--- config.mk ---
export PLATFORM = sky130hd
export DESIGN_NAME = mod_a_share_arb
export DESIGN_NICKNAME = d
export VERILOG_FILES = /design/src/rtl/mod_a_share_pkg.sv /design/src/rtl/mod_a_share_arb_rr_pick.sv /design/src/rtl/mod_a_share_arb.sv
export SDC_FILE = /design/constraint.sdc
export NUM_CORES = 1
export LEC_CHECK = 0
export ABC_AREA = 1
export CAP_MARGIN = 0
export CORE_MARGIN = 2
export CORE_UTILIZATION = 36
export CTS_CLUSTER_DIAMETER = 50
export DETAILED_ROUTE_END_ITERATION = 7
export GPL_TIMING_DRIVEN = 0
export PLACE_DENSITY = 0.92
export SYNTH_ARGS = -nofsm -noshare
export SYNTH_HDL_FRONTEND = slang
export SYNTH_SLANG_ARGS = --single-unit
--- constraint.sdc ---
create_clock -name clk -period 2.8 [get_ports clk]
set_input_delay 0.28 -clock clk [delete_from_list [all_inputs] [get_ports clk]]
set_output_delay 0.28 -clock clk [all_outputs]
set_load 0.02 [all_outputs]
--- src/rtl/mod_a_share_pkg.sv ---
// Shared types and helpers for the mod_a_share_arb round-robin unit arbiter.
package mod_a_share_pkg;

   typedef enum logic {IDLE, OWN} state_t;

   function automatic int unsigned next_idx(input int unsigned idx, input int unsigned n);
      return (idx + 1 >= n) ? 0 : idx + 1;
   endfunction

endpackage

--- src/rtl/mod_a_share_arb_rr_pick.sv ---
// Round-robin priority search: first valid index at or after ptr, wrapping at N.
module rr_pick #(
   parameter int unsigned N   = 4,
   parameter int unsigned IDW = 2
) (
   input  logic [N-1:0]   valid,
   input  logic [IDW-1:0] ptr,
   output logic           found,
   output logic [IDW-1:0] idx
);

   logic [2*N-1:0] rot;
   int unsigned    s;

   always_comb begin
      found = 1'b0;
      idx   = '0;
      s     = 0;
      // Doubled vector shifted by ptr puts the search start at bit 0.
      rot   = {valid, valid} >> ptr;
      for (int unsigned k = 0; k < N; k++) begin
         if (!found && rot[k]) begin
            found = 1'b1;
            s     = 32'(ptr) + k;
            if (s >= N) s = s - N;
            idx   = IDW'(s);
         end
      end
   end

endmodule

--- src/rtl/mod_a_share_arb.sv ---
// Time-shares one combinational compute unit among N requesters with round-robin
// arbitration, a burst lock of up to BURST issues, and a back-pressured response slot.
module mod_a_share_arb
   import mod_a_share_pkg::*;
#(
   parameter  int unsigned N     = 4,
   parameter  int unsigned W     = 8,
   parameter  int unsigned BURST = 2,
   localparam int unsigned IDW   = (N > 1) ? $clog2(N) : 1
) (
   input  logic           clk,
   input  logic           rst_n,
   input  logic [N-1:0]   req_valid,
   output logic [N-1:0]   req_ready,
   input  logic [N*W-1:0] req_in1,
   input  logic [N*W-1:0] req_in2,
   output logic [W-1:0]   unit_in1,
   output logic [W-1:0]   unit_in2,
   input  logic [W-1:0]   unit_out,
   output logic           rsp_valid,
   input  logic           rsp_ready,
   output logic [IDW-1:0] rsp_id,
   output logic [W-1:0]   rsp_data
);

   localparam int unsigned CW = $clog2(BURST + 1);

   state_t         state, state_n;
   logic [IDW-1:0] ptr, ptr_n, owner, owner_n, sel, pick_idx;
   logic [CW-1:0]  cnt, cnt_n;
   logic           pick_found, cand, can_issue, issue, owner_valid;

   rr_pick #(.N(N), .IDW(IDW)) u_pick (
      .valid (req_valid),
      .ptr   (ptr),
      .found (pick_found),
      .idx   (pick_idx)
   );

   assign sel  = (state == OWN) ? owner : pick_idx;
   assign cand = (state == OWN) || pick_found;
   // Gating with rst_n keeps every ready low for the whole reset interval.
   assign can_issue = rst_n && (!rsp_valid || rsp_ready);

   always_comb begin
      unit_in1    = '0;
      unit_in2    = '0;
      req_ready   = '0;
      owner_valid = 1'b0;
      for (int unsigned i = 0; i < N; i++) begin
         if (cand && sel == IDW'(i)) begin
            unit_in1     = req_in1[i*W +: W];
            unit_in2     = req_in2[i*W +: W];
            req_ready[i] = req_valid[i] && can_issue;
         end
         if (owner == IDW'(i)) owner_valid = req_valid[i];
      end
      issue = |req_ready;
   end

   always_comb begin
      state_n = state;
      ptr_n   = ptr;
      owner_n = owner;
      cnt_n   = cnt;
      case (state)
         IDLE: begin
            if (issue) begin
               if (BURST == 1) begin
                  ptr_n = IDW'(next_idx(32'(sel), N));
               end else begin
                  owner_n = sel;
                  cnt_n   = CW'(1);
                  state_n = OWN;
               end
            end
         end
         OWN: begin
            if (!owner_valid) begin
               ptr_n   = IDW'(next_idx(32'(owner), N));
               cnt_n   = '0;
               state_n = IDLE;
            end else if (issue) begin
               if (32'(cnt) + 1 == BURST) begin
                  ptr_n   = IDW'(next_idx(32'(owner), N));
                  cnt_n   = '0;
                  state_n = IDLE;
               end else begin
                  cnt_n = cnt + CW'(1);
               end
            end
         end
         default: state_n = IDLE;
      endcase
   end

   always_ff @(posedge clk or negedge rst_n) begin
      if (!rst_n) begin
         state <= IDLE;
         ptr   <= '0;
         owner <= '0;
         cnt   <= '0;
      end else begin
         state <= state_n;
         ptr   <= ptr_n;
         owner <= owner_n;
         cnt   <= cnt_n;
      end
   end

   always_ff @(posedge clk or negedge rst_n) begin
      if (!rst_n) begin
         rsp_valid <= 1'b0;
         rsp_id    <= '0;
         rsp_data  <= '0;
      end else if (issue) begin
         rsp_valid <= 1'b1;
         rsp_id    <= sel;
         rsp_data  <= unit_out;
      end else if (rsp_ready) begin
         rsp_valid <= 1'b0;
      end
   end

endmodule

Yosys cells after proc, flatten, opt, wreduce, memory -nomap -nowiden --
Index checks and enable logic that the tools add are counted.
Word-level totals: bits in registers 18, output and inout bits 31, logic and storage cells 105
Operators by class: add/subtract/negate cells 10, magnitude comparators 5, equal/unequal tests 11, shifts and indexed selects 1, muxes and demuxes 45, bitwise gates (word level) 1, reduce and logical (&&, ||, !) cells 25
Operators with widths (number):
- two-way mux 8 bit | 8
- two-way mux 2 bit | 17
- two-way mux 1 bit | 18
- >= comparator 3 bit (second input constant) | 4
- logical AND 1 bit | 12
- adder 2 x 1 -> 3 bit (second input constant) | 3
- == test 2 bit (second input constant) | 4
- >> shifter 8 x 2 -> 4 bit | 1
- subtractor 2 x 1 -> 2 bit (second input constant) | 4
- adder 2 x 2 -> 3 bit (second input constant) | 2
- == test 2 x 1 -> 1 bit (second input constant) | 2
- zero test 1 bit | 4
- zero test 2 bit | 2
- != test 2 bit (second input constant) | 2
- case mux 2 bit (2 select lines) | 1
- AND reduction 2 bit | 2
- OR reduction 4 bit | 1
- == test 3 x 2 -> 1 bit (second input constant) | 1
- >= comparator 2 x 3 -> 1 bit (second input constant) | 1
- != test 3 bit (second input constant) | 1
- AND reduction 3 bit | 1
- adder 2 x 1 -> 2 bit (second input constant) | 1
- logical OR 1 bit | 2
- != test 2 x 1 -> 1 bit (second input constant) | 1
- 3 further kinds | 3

Logic depth before layout (Yosys ltp) --
Gate-level depths: netlist (run 1).
depth after elaboration 19, depth in mapped cells 19

By module --
From an unflattened synthesis (run 1), not the netlist that was laid out.
Second synthesis, totals: cell total of the unflattened synthesis 279, area, all modules 1848.0 um2
By module, submodules not included:
- mod_a_share_arb | times used 1, cells each 226, area an instance 1517.7 um2, sequential area each 450.4 um2
- rr_pick | times used 1, cells each 53, area an instance 330.3 um2, sequential area each 0.0 um2

Worst setup path after synthesis (run 1) --
OpenSTA, ideal clock, no wires.
path kind reg-to-output, start point register ptr[0], end point output port unit_in1[2], data arrival time 1.884 ns, data required time 2.520 ns, slack 0.636 ns, stages on the path, launching flop included 15, cell sequence dfrtp_1 > buf_6 > nand2_1 > nand3_1 > nand2_2 > inv_2 > nor3_1 > nor2_2 > nand3_2 > nand2_2 > nand2_1 > inv_1 > buf_2 > a22oi_1 > nand3_1
On the way: cells in the longest elaborated chain, start to end 18, elaborated cells between the ends (all ways) 44, classes of those cells add/sub: 7; order compare: 4; eq/ne: 3; shift: 1; mux: 17; reduce/logical: 12
RTL lines:
- from (decl) | line mod_a_share_arb.sv:29 | logic [IDW-1:0] ptr, ptr_n, owner, owner_n, sel, pick_idx;
- from (signal assigned) | line mod_a_share_arb.sv:105 | ptr <= ptr_n;
- branches (longest 17 deep; another with adder 2 x 1 -> 3 bit)
- two-way mux 8 bit * | line mod_a_share_arb.sv:51 | if (cand && sel == IDW'(i)) begin
- to (decl) | line mod_a_share_arb.sv:17 | output logic [W-1:0] unit_in1,
Mark *: on every way between the ends.

Final worst setup path (run 1) --
start point input port req_valid[1], end point output port unit_in1[7]
On the way: cells in the longest elaborated chain, start to end 18, elaborated cells between the ends (all ways) 29, classes of those cells eq/ne: 3; shift: 1; mux: 13; reduce/logical: 12
RTL lines:
- from (decl) | line mod_a_share_arb.sv:13 | input logic [N-1:0] req_valid,
- >> shifter 8 x 2 -> 4 bit * | line mod_a_share_arb_rr_pick.sv:20 | rot = {valid, valid} >> ptr;
- two-way mux 1 bit | line mod_a_share_arb_rr_pick.sv:22 | if (!found && rot[k]) begin
- zero test 1 bit | line mod_a_share_arb_rr_pick.sv:22
- logical AND 1 bit | line mod_a_share_arb_rr_pick.sv:22
- two-way mux 1 bit | line mod_a_share_arb_rr_pick.sv:22
- zero test 1 bit | line mod_a_share_arb_rr_pick.sv:22
- logical AND 1 bit | line mod_a_share_arb_rr_pick.sv:22
- two-way mux 1 bit | line mod_a_share_arb_rr_pick.sv:22
- zero test 1 bit | line mod_a_share_arb_rr_pick.sv:22
- logical AND 1 bit | line mod_a_share_arb_rr_pick.sv:22
- two-way mux 2 bit | line mod_a_share_arb_rr_pick.sv:22
- two-way mux 2 bit | line mod_a_share_arb.sv:40 | assign sel = (state == OWN) ? owner : pick_idx;
- zero test 2 bit | line mod_a_share_arb.sv:51
- logical AND 1 bit | line mod_a_share_arb.sv:51
- two-way mux 8 bit (3 in a row) | line mod_a_share_arb.sv:51
- two-way mux 8 bit * | line mod_a_share_arb.sv:51
Every way passes the cells marked *; elsewhere a longest branch is shown, timed or not.

==> flow_summary.toml, run 1 <==
[cts]
ctsRootBufferMaster = "clkbuf_8"
clk_pin_slew_worst_paths_ns = 0.07
cts_tree = "yes"
clkLatencyLatePin_ns = 0.25
clockBufferDepth = 2
h-tree-depth = 1
cts_buffers = 3
cts_num_sinks = 18
hold_buffers = 0

[setup_path]
critPathKind = "in -> out"
worstPathArrival_ns = 2.41
path_cells = "clkdlybuf4s50_1 > inv_1 > nand2_1 > nand3_1 > nand2_4 > nor2_2 > nand4_1 > nand3_2 > nand2_4 > nand2_1 > inv_2 > buf_12 > a22oi_1 > nand3_1 > clkbuf_2"
start_kind = "primary input"
crit_path_end_kind = "output port"
path_delay_family = "simple AND/OR/NAND/NOR gates"
worstPathRequired_ns = 2.52
path_buf_inv = 5
critPathMaxStageDelay_ns = 0.45
worstPathMaxFanout = 6
critical_path.slowest_cell = "clkdlybuf4s50_1"

[detailed_routing]
drc = 0
vias = 2186
dr.pass1.iters = 4
wirelength_mm = 5.63
drt_iter0_markers = 74
routed_via_density = 5.08
antenna_left = 0
wl_per_cell_um = 13.1

[synthesis]
synth_seq_cells = 18
synth-simple-area-share = 0.530
yosysWarnings = 0
yosysSeqAreaShare = 0.278
synth_compound_area_frac = 0.0665
syn_nets = 344
synth_top_family_by_area = "simple AND/OR/NAND/NOR gates"
synth_mux_area_frac = 0
synth_area_per_cell_sq_um = 6.20
synth-adder-area-share = 0.0309
ys_types = 23
synth_cells = 261
synth-xor-area-share = 0.00541
netlist_area_sq_um = 1620

[sta]
period_needed_ns = 2.69
clock.fmax_mhz = 372
hold_viol_final = 0
slew_viol_final = 0
holdWs_ns = 0.220
finalSetupViolations = 0
fin_ws_ns = 0.115
tightest_slew_ns = 0.797
finClkSkew_ns = 0.00102
setup_tns_ns = 0
finalCritPeriodShare = 0.959
maxSlewHeadroom = 0.469

[cells_and_area]
final_util = 0.655
area_delta_synth_final_pct = 76.0
fill_cells = 393
layout_common_cells = "nand2_1 (124), clkdlybuf4s50_1 (86), nand3_1 (22)"
mostFrequentLayoutCell = "nand2_1"
design_area_sq_um = 2850
antenna_cells = 0
fin_nets = 462
drive_gt1_frac = 0.161

[global_routing]
grt_start_max_net_pins = 20
antenna_found_initial = 0
grt_pass1_vias = 1943
grt_overflow = 0
grt_first_pass_wirelength_mm = 8.59
grtUsageTotal = 0.207

[run_status]
outcome = "complete, no violations"

[place]
preCtsSetupSlack_ns = -0.559
hpwl_mm = 4.46
dpl-instance-area_sq_um = 2780
routabilityCongestion = 0.864
io_buffer_count = 109

[floorplan]
pin_count = 110
die_x_um = 71.1
die-area_sq_um = 5050
die_h_um = 71.1
start_util = 0.372
core-area_sq_um = 4350
rows = 24

[hold_path]
min_path_type = "in -> async"

[flow_run]
drv_cap = 0

[power_and_ir_drop]
power_density_nw_per_um2 = 1400
peakVddDrop_mv = 0.805
p_leak_nw = 1.45
## cells by family (layout without fill, tap and decap cells)
kind of cell / Yosys count / in the layout
buffers and inverters: 31 / 148
and+or+nand+nor: 190 / 190
adders and majority gates: 4 / 4
xor gates and xnor gates: 1 / 1
DFF: 18 / 18
AOI/OAI and AO/OA: 17 / 17
## final timing paths
path                                               from                      end  slack (ns)  cells after the start
worst max-delay path                       req_valid[1]              unit_in1[7]        0.11                     15
worst min-delay path                              rst_n  rsp_data[1]$_DFFE_PN0P_        0.22                      1
worst max register to register       ptr[1]$_DFFE_PN0P_       cnt[0]$_DFFE_PN0P_        0.51                     19
worst min register to register  rsp_data[5]$_DFFE_PN0P_  rsp_data[5]$_DFFE_PN0P_        0.48                      2
max in group asynchronous                         rst_n    rsp_id[0]$_DFFE_PN0P_        2.09                      1
min in group clk                rsp_data[5]$_DFFE_PN0P_  rsp_data[5]$_DFFE_PN0P_        0.48                      2
## sequential cells by signal (all words and copies together) (netlist names)
signal / cells
rsp_id: 2
rsp_data: 8
cnt: 2
state: 1
owner: 2
ptr: 2
rsp_valid: 1
## Yosys cell counts
master,number,area [sq um]
nand2_1,125,469
nand3_1,23,115
dfrtp_1,18,450
inv_1,18,67.6
nand4_1,10,62.6
nor2_1,10,37.5
a22oi_1,8,60.1
nand2_2,6,37.5
a21oi_1,5,25.0
nand3_2,5,50.1
nor2_2,5,31.3
buf_2,4,20.0
ha_1,4,50.1
inv_2,4,15.0
nor2_4,3,33.8
o21ai_1,3,15.0
buf_4,2,15.0
buf_6,2,22.5
nor3_1,2,10.0
a211oi_1,1,7.51
clkbuf_1,1,3.75
nand2_4,1,11.3
xnor2_1,1,8.76
## area by class of cell
type | instances | area (sq um) | share of cell area
clock buffer | 4 | 55.1 | 0.0193
timing repair buffer | 113 | 1060 | 0.371
buffer | 9 | 80.1 | 0.0281
tap | 52 | 65.1 | 0.0228
multi-input combinational | 212 | 1060 | 0.371
sequential | 18 | 450 | 0.158
inverter | 22 | 85.1 | 0.0299
## report_power, final
part	switching, mW	internal (mW)	leakage [nW]	total [mW]
combinational	2.02	1.29	1.19	3.31
clock	0.0868	0.125	0.0288	0.212
sequential	0.0733	0.382	0.227	0.456
total	2.18	1.79	1.45	3.98
## worst register-to-register path, stage by stage, from the launching register on
cell and delay [ns]:
dfrtp_1 0.36, buf_2 0.18, inv_2 0.11, nand3_1 0.13, nand2_4 0.12, nor2_2 0.04, nand2_1 0.05, nand2_1 0.05
nor2_2 0.13, nand3_2 0.14, nand2_4 0.13, buf_4 0.12, nand2_2 0.05, nor2_4 0.13, nor2_4 0.06, nand2_4 0.08
inv_2 0.05, buf_6 0.13, nand3_1 0.07, nand2_1 0.05
## repair_timing
item	in CTS	in global routing
setup endpoints to repair	20	18
buffers inserted	1	3
pin swaps	1	2
resized for setup	49	36
## metrics by stage
stage                     power [mW]  cells
final                           3.98    430
after global routing            4.27    430
after CTS                       3.93    427
after detailed placement        3.74    422
after global placement          3.67    422
after floorplan                 2.49    261
## metal layers
metal,share of wire,GRT usage,vias to the layer above
met1,0.39,0.242,1005
li1,-,-,1071
met4,0.018,0.0797,0
met2,0.52,0.377,99
met3,0.073,0.0328,11
met5,0,0,-
(Power assumes the default switching activity.)
==> run 2: changes to the inputs <==
==> constraint.sdc (replaced) <==
create_clock -name clk -period 2.8 [get_ports clk]
set_input_delay 0.28 -clock clk [delete_from_list [all_inputs] [get_ports clk]]
set_output_delay 0.28 -clock clk [all_outputs]
set_load 0.005 [all_outputs]
==> run 2 against run 1 <==
The flow now finishes with violations (negative setup slack). Maximum frequency is 9.9% lower. Global-route usage is 1.7 points higher. First-iteration DRC count is 34% higher. Flip-flop and latch count stayed put. Power is 2.0% higher. Combinational power is 2% higher. Sequential power is 4% higher. Sequential share of layout area is 0.98 points lower. Wire length is 13% higher. Clock skew hardly changed. Die area stayed put. Critical path type is now reg -> out.
==> flow_summary.toml, run 2 (synthesized netlist as in run 1, its figures left out) <==
[detailed_routing]
wirelength_mm = 6.38
drt_iter0_markers = 99
wl_per_cell_um = 14.5
dr.pass1.iters = 4
vias = 2280
drc = 0
antenna_left = 0
routed_via_density = 5.18

[setup_path]
start_kind = "flop"
crit_path_end_kind = "output port"
worstPathMaxFanout = 8
worstPathArrival_ns = 2.70
critPathKind = "reg -> out"
worstPathRequired_ns = 2.52

[place]
io_buffer_count = 109
hpwl_mm = 4.46
routabilityCongestion = 0.864
dpl-instance-area_sq_um = 2780

[floorplan]
core-area_sq_um = 4350
rows = 24
pin_count = 110
die_h_um = 71.1
start_util = 0.372
die_x_um = 71.1
die-area_sq_um = 5050

[cts]
cts_buffers = 3
clockBufferDepth = 2
hold_buffers = 0
clk_pin_slew_worst_paths_ns = 0.07
h-tree-depth = 1
cts_num_sinks = 18
ctsRootBufferMaster = "clkbuf_8"
cts_tree = "yes"
clkLatencyLatePin_ns = 0.25

[cells_and_area]
drive_gt1_frac = 0.186
mostFrequentLayoutCell = "nand2_1"
area_delta_synth_final_pct = 88.3
largest_reg_flops = 8
largest-register = "rsp_data"
antenna_cells = 0
design_area_sq_um = 3050
fin_nets = 472
final_util = 0.700
layout_common_cells = "nand2_1 (119), clkdlybuf4s50_1 (94), nand3_1 (21)"

[sta]
holdWs_ns = 0.218
hold_viol_final = 0
slew_viol_final = 0
finalCritPeriodShare = 1.06
clock.fmax_mhz = 336
maxSlewHeadroom = 0.474
period_needed_ns = 2.98
rsz0062_at_grt = "true"
finalSetupViolations = 10
fin_ws_ns = -0.179
finClkSkew_ns = 0.00149
tightest_slew_ns = 0.789
setup_tns_ns = -1.23

[power_and_ir_drop]
p_leak_nw = 1.49
power_density_nw_per_um2 = 1330
peakVddDrop_mv = 0.743

[global_routing]
grtUsageTotal = 0.224
antenna_found_initial = 0
grt_first_pass_wirelength_mm = 9.16
grt_start_max_net_pins = 20
grt_overflow = 0
grt_pass1_vias = 2055

[run_status]
outcome = "finished, violations left"
violations = "negative setup slack"

[flow_run]
drv_cap = 0

[hold_path]
min_path_type = "in -> async"
-- run 2: per-stage QoR --
step / power (mW) / setup WS (ns) / std cells
2_1_floorplan: 2.02 / 0.743 / 261
4_1_cts: 3.71 / -0.0619 / 432
5_1_grt: 4.36 / -0.303 / 440
6_report: 4.05 / -0.179 / 440
3_5_place_dp: 3.27 / -0.457 / 422
3_3_place_gp: 3.20 / -0.421 / 422
-- run 2: final timing paths --
kind                                    startpoint                      end  slack [ns]  cells past startpoint
hold reg to reg            rsp_data[5]$_DFFE_PN0P_  rsp_data[5]$_DFFE_PN0P_        0.48                      2
setup / recovery                ptr[0]$_DFFE_PN0P_              unit_in1[0]       -0.18                     15
hold / removal                               rst_n  rsp_data[1]$_DFFE_PN0P_        0.22                      1
setup reg to reg                ptr[0]$_DFFE_PN0P_       cnt[0]$_DFFE_PN0P_        0.29                     19
max in group asynchronous                    rst_n       ptr[1]$_DFFE_PN0P_        2.04                      1
min in group clk           rsp_data[5]$_DFFE_PN0P_  rsp_data[5]$_DFFE_PN0P_        0.48                      2
-- run 2: critical path, stage by stage (launching register included) --
cell,delay (ns)
dfrtp_1,0.40
buf_6,0.15
buf_4,0.15
xnor2_1,0.21
inv_1,0.08
nand2_1,0.08
nand2_1,0.06
nor2_2,0.13
nand3_2,0.14
nand2_4,0.13
nand2_2,0.06
inv_2,0.08
buf_4,0.15
nand2_1,0.05
nand4_1,0.09
clkdlybuf4s50_1,0.50
-- run 2: per-layer routing --
metal,share of wire,track usage,up-vias
met5,0,0,-
met4,0.057,0.107,0
met3,0.070,0.0399,37
met2,0.52,0.407,120
met1,0.36,0.251,1036
li1,-,-,1087
-- run 2: final cells by class --
| class | count | area (sq um) |
|---|---|---|
| fill | 346 | 1310 |
| timing repair buffer | 124 | 1210 |
| multi-input combinational | 212 | 1100 |
| sequential | 18 | 452 |
| inverter | 22 | 85.1 |
| buffer | 8 | 78.8 |
| tap | 52 | 65.1 |
| clock buffer | 4 | 55.1 |
-- run 2: what timing repair did --
item | CTS | global route
endpoints found under the setup margin | 17 | 20
gates resized for setup | 32 | 26
gates cloned | 0 | 1
setup buffers | 7 | 7
pin swaps | 6 | 6
-- run 2: power by group --
group          internal [mW]  total (mW)  leakage (nW)  switching, mW
Combinational           1.65        3.37          1.23           1.72
Sequential             0.384       0.475         0.225         0.0908
Clock                  0.125       0.210        0.0288         0.0853
Total                   2.16        4.05          1.49           1.89
==> run 3: changes to the inputs <==
REMOVE_ABC_BUFFERS = 1   (was unset)
==> run 3 against run 2 <==
Highest routed layer unchanged. Register-to-register slack better by 0.15 ns. Power down 4.6%. Largest cell class unchanged. Clock-buffer cell count is the same. Critical path type unchanged. Critical endpoint is now unit_in1[6]. Setup slack better by 0.26 ns. The run now ends clean.
==> flow_summary.toml, run 3 (synthesized netlist as in run 1, its figures left out) <==
[cells_and_area]
largest_reg_flops = 8
design_area_sq_um = 3030
drive_gt1_frac = 0.167
fin_cells = 435
largest-register = "rsp_data"
fin_nets = 467
antenna_cells = 0
area_delta_synth_final_pct = 87.4
mostFrequentLayoutCell = "nand2_1"
final_util = 0.697
layout_common_cells = "nand2_1 (123), clkdlybuf4s50_1 (86), nand3_1 (20)"

[place]
hpwl_mm = 4.37
dpl-instance-area_sq_um = 2710
routabilityCongestion = 0.878
dp.cells = 413
preCtsSetupSlack_ns = -0.542
io_buffer_count = 109

[setup_path]
reg2reg_from = "ptr[0]$_DFFE_PN0P_"
critical_path.slowest_cell = "dfrtp_2"
reg2reg_depth = 19
worstPathMaxFanout = 16
critPathMaxStageDelay_ns = 0.46
worstPathRequired_ns = 2.52
worstPathArrival_ns = 2.44
critPathMostFrequentCell = "nand2_1"
crit_path_end_kind = "output port"
reg2reg_to = "ptr[1]$_DFFE_PN0P_"
critPathKind = "reg -> out"
start_kind = "flop"
rrSetupSlack_ns = 0.44
path_cells = "buf_6 > nand2_1 > nand3_2 > nand2_4 > nor2_2 > nand2_1 > nand2_1 > nor2_2 > nand3_2 > nand3_2 > clkinvlp_4 > buf_12 > nand2_1 > nand4_1 > dlygate4sd2_1"

[sta]
rsz0062_at_grt = "true"
finalSetupViolations = 0
holdWs_ns = 0.113
clock.fmax_mhz = 367
finalCritPeriodShare = 0.973
fin_ws_ns = 0.0763
maxSlewHeadroom = 0.458
hold_viol_final = 0
setup_tns_ns = 0
period_needed_ns = 2.72
tightest_slew_ns = 0.811
slew_viol_final = 0
finClkSkew_ns = 0.00234

[floorplan]
die_x_um = 71.1
die-area_sq_um = 5050
pin_count = 110
rows = 24
die_h_um = 71.1
start_util = 0.372
core-area_sq_um = 4350

[power_and_ir_drop]
fin_total_pwr_mw = 3.87
peakVddDrop_mv = 0.721
p_leak_nw = 1.49
power_density_nw_per_um2 = 1270

[detailed_routing]
wl_per_cell_um = 14.0
routed_via_density = 5.06
wirelength_mm = 6.08
antenna_left = 0
dr.pass1.iters = 4
drt_iter0_markers = 63
drc = 0
vias = 2203

[cts]
clk_pin_slew_worst_paths_ns = 0.07
clkLatencyLatePin_ns = 0.25
h-tree-depth = 1
ctsRootBufferMaster = "clkbuf_8"
clockBufferDepth = 2
cts_buffers = 3
cts_tree = "yes"
cts_num_sinks = 18

[hold_path]
min_path_type = "in -> async"

[flow_run]
drv_cap = 0

[global_routing]
grt_overflow = 0
grtUsageTotal = 0.225
grt_first_pass_wirelength_mm = 9.28
grt_pass1_vias = 2004
grt_start_max_net_pins = 20
antenna_found_initial = 0

[run_status]
outcome = "complete, no violations"
run 3: per-layer routing:
layer	part of all wire	track usage	vias to the layer above
met4	0.016	0.0566	0
met2	0.55	0.427	79
met3	0.052	0.0299	10
met5	0	0	-
met1	0.38	0.264	1031
li1	-	-	1083
run 3: area by class of cell:
type                       count  area, sq um
fill                         339         1320
inverter                      22         92.6
timing repair buffer         127         1250
tap                           52         65.1
multi-input combinational    212         1110
sequential                    18          453
clock buffer                   4         55.1
run 3: report_power, final:
group,internal (mW),switching (mW),total [mW]
Sequential,0.385,0.112,0.498
Combinational,1.52,1.64,3.16
Clock,0.125,0.0814,0.206
run 3: how the worst max path moves through the flow:
stage | from | end | slack, ns | cells after the start
after global routing | ptr[0]$_DFFE_PN0P_ | unit_in1[2] | -0.03 | 15
final | ptr[0]$_DFFE_PN0P_ | unit_in1[6] | 0.08 | 15
after detailed placement | req_valid[3] | unit_in1[7] | -0.54 | 14
after global placement | req_valid[3] | unit_in1[7] | -0.48 | 14
after floorplan | ptr[0]$_DFFE_PN0P_ | unit_in1[2] | 0.62 | 12
after CTS | rst_n | req_ready[0] | 0.02 | 6
run 3: repair_timing:
item / 4_1_cts / 5_1_grt
resized for setup: 39 / 17
pin swaps: 5 / 8
buffers inserted: 16 / 2
endpoints found under the setup margin: 20 / 14
hold buffers: 0 / 0
run 3: worst max-delay path, delay by kind of cell (launching register included):
| family | cells | cell delay, ns |
|---|---|---|
| buf+inv | 4 | 0.69 |
| simple gates | 11 | 1.04 |
| flops | 1 | 0.46 |
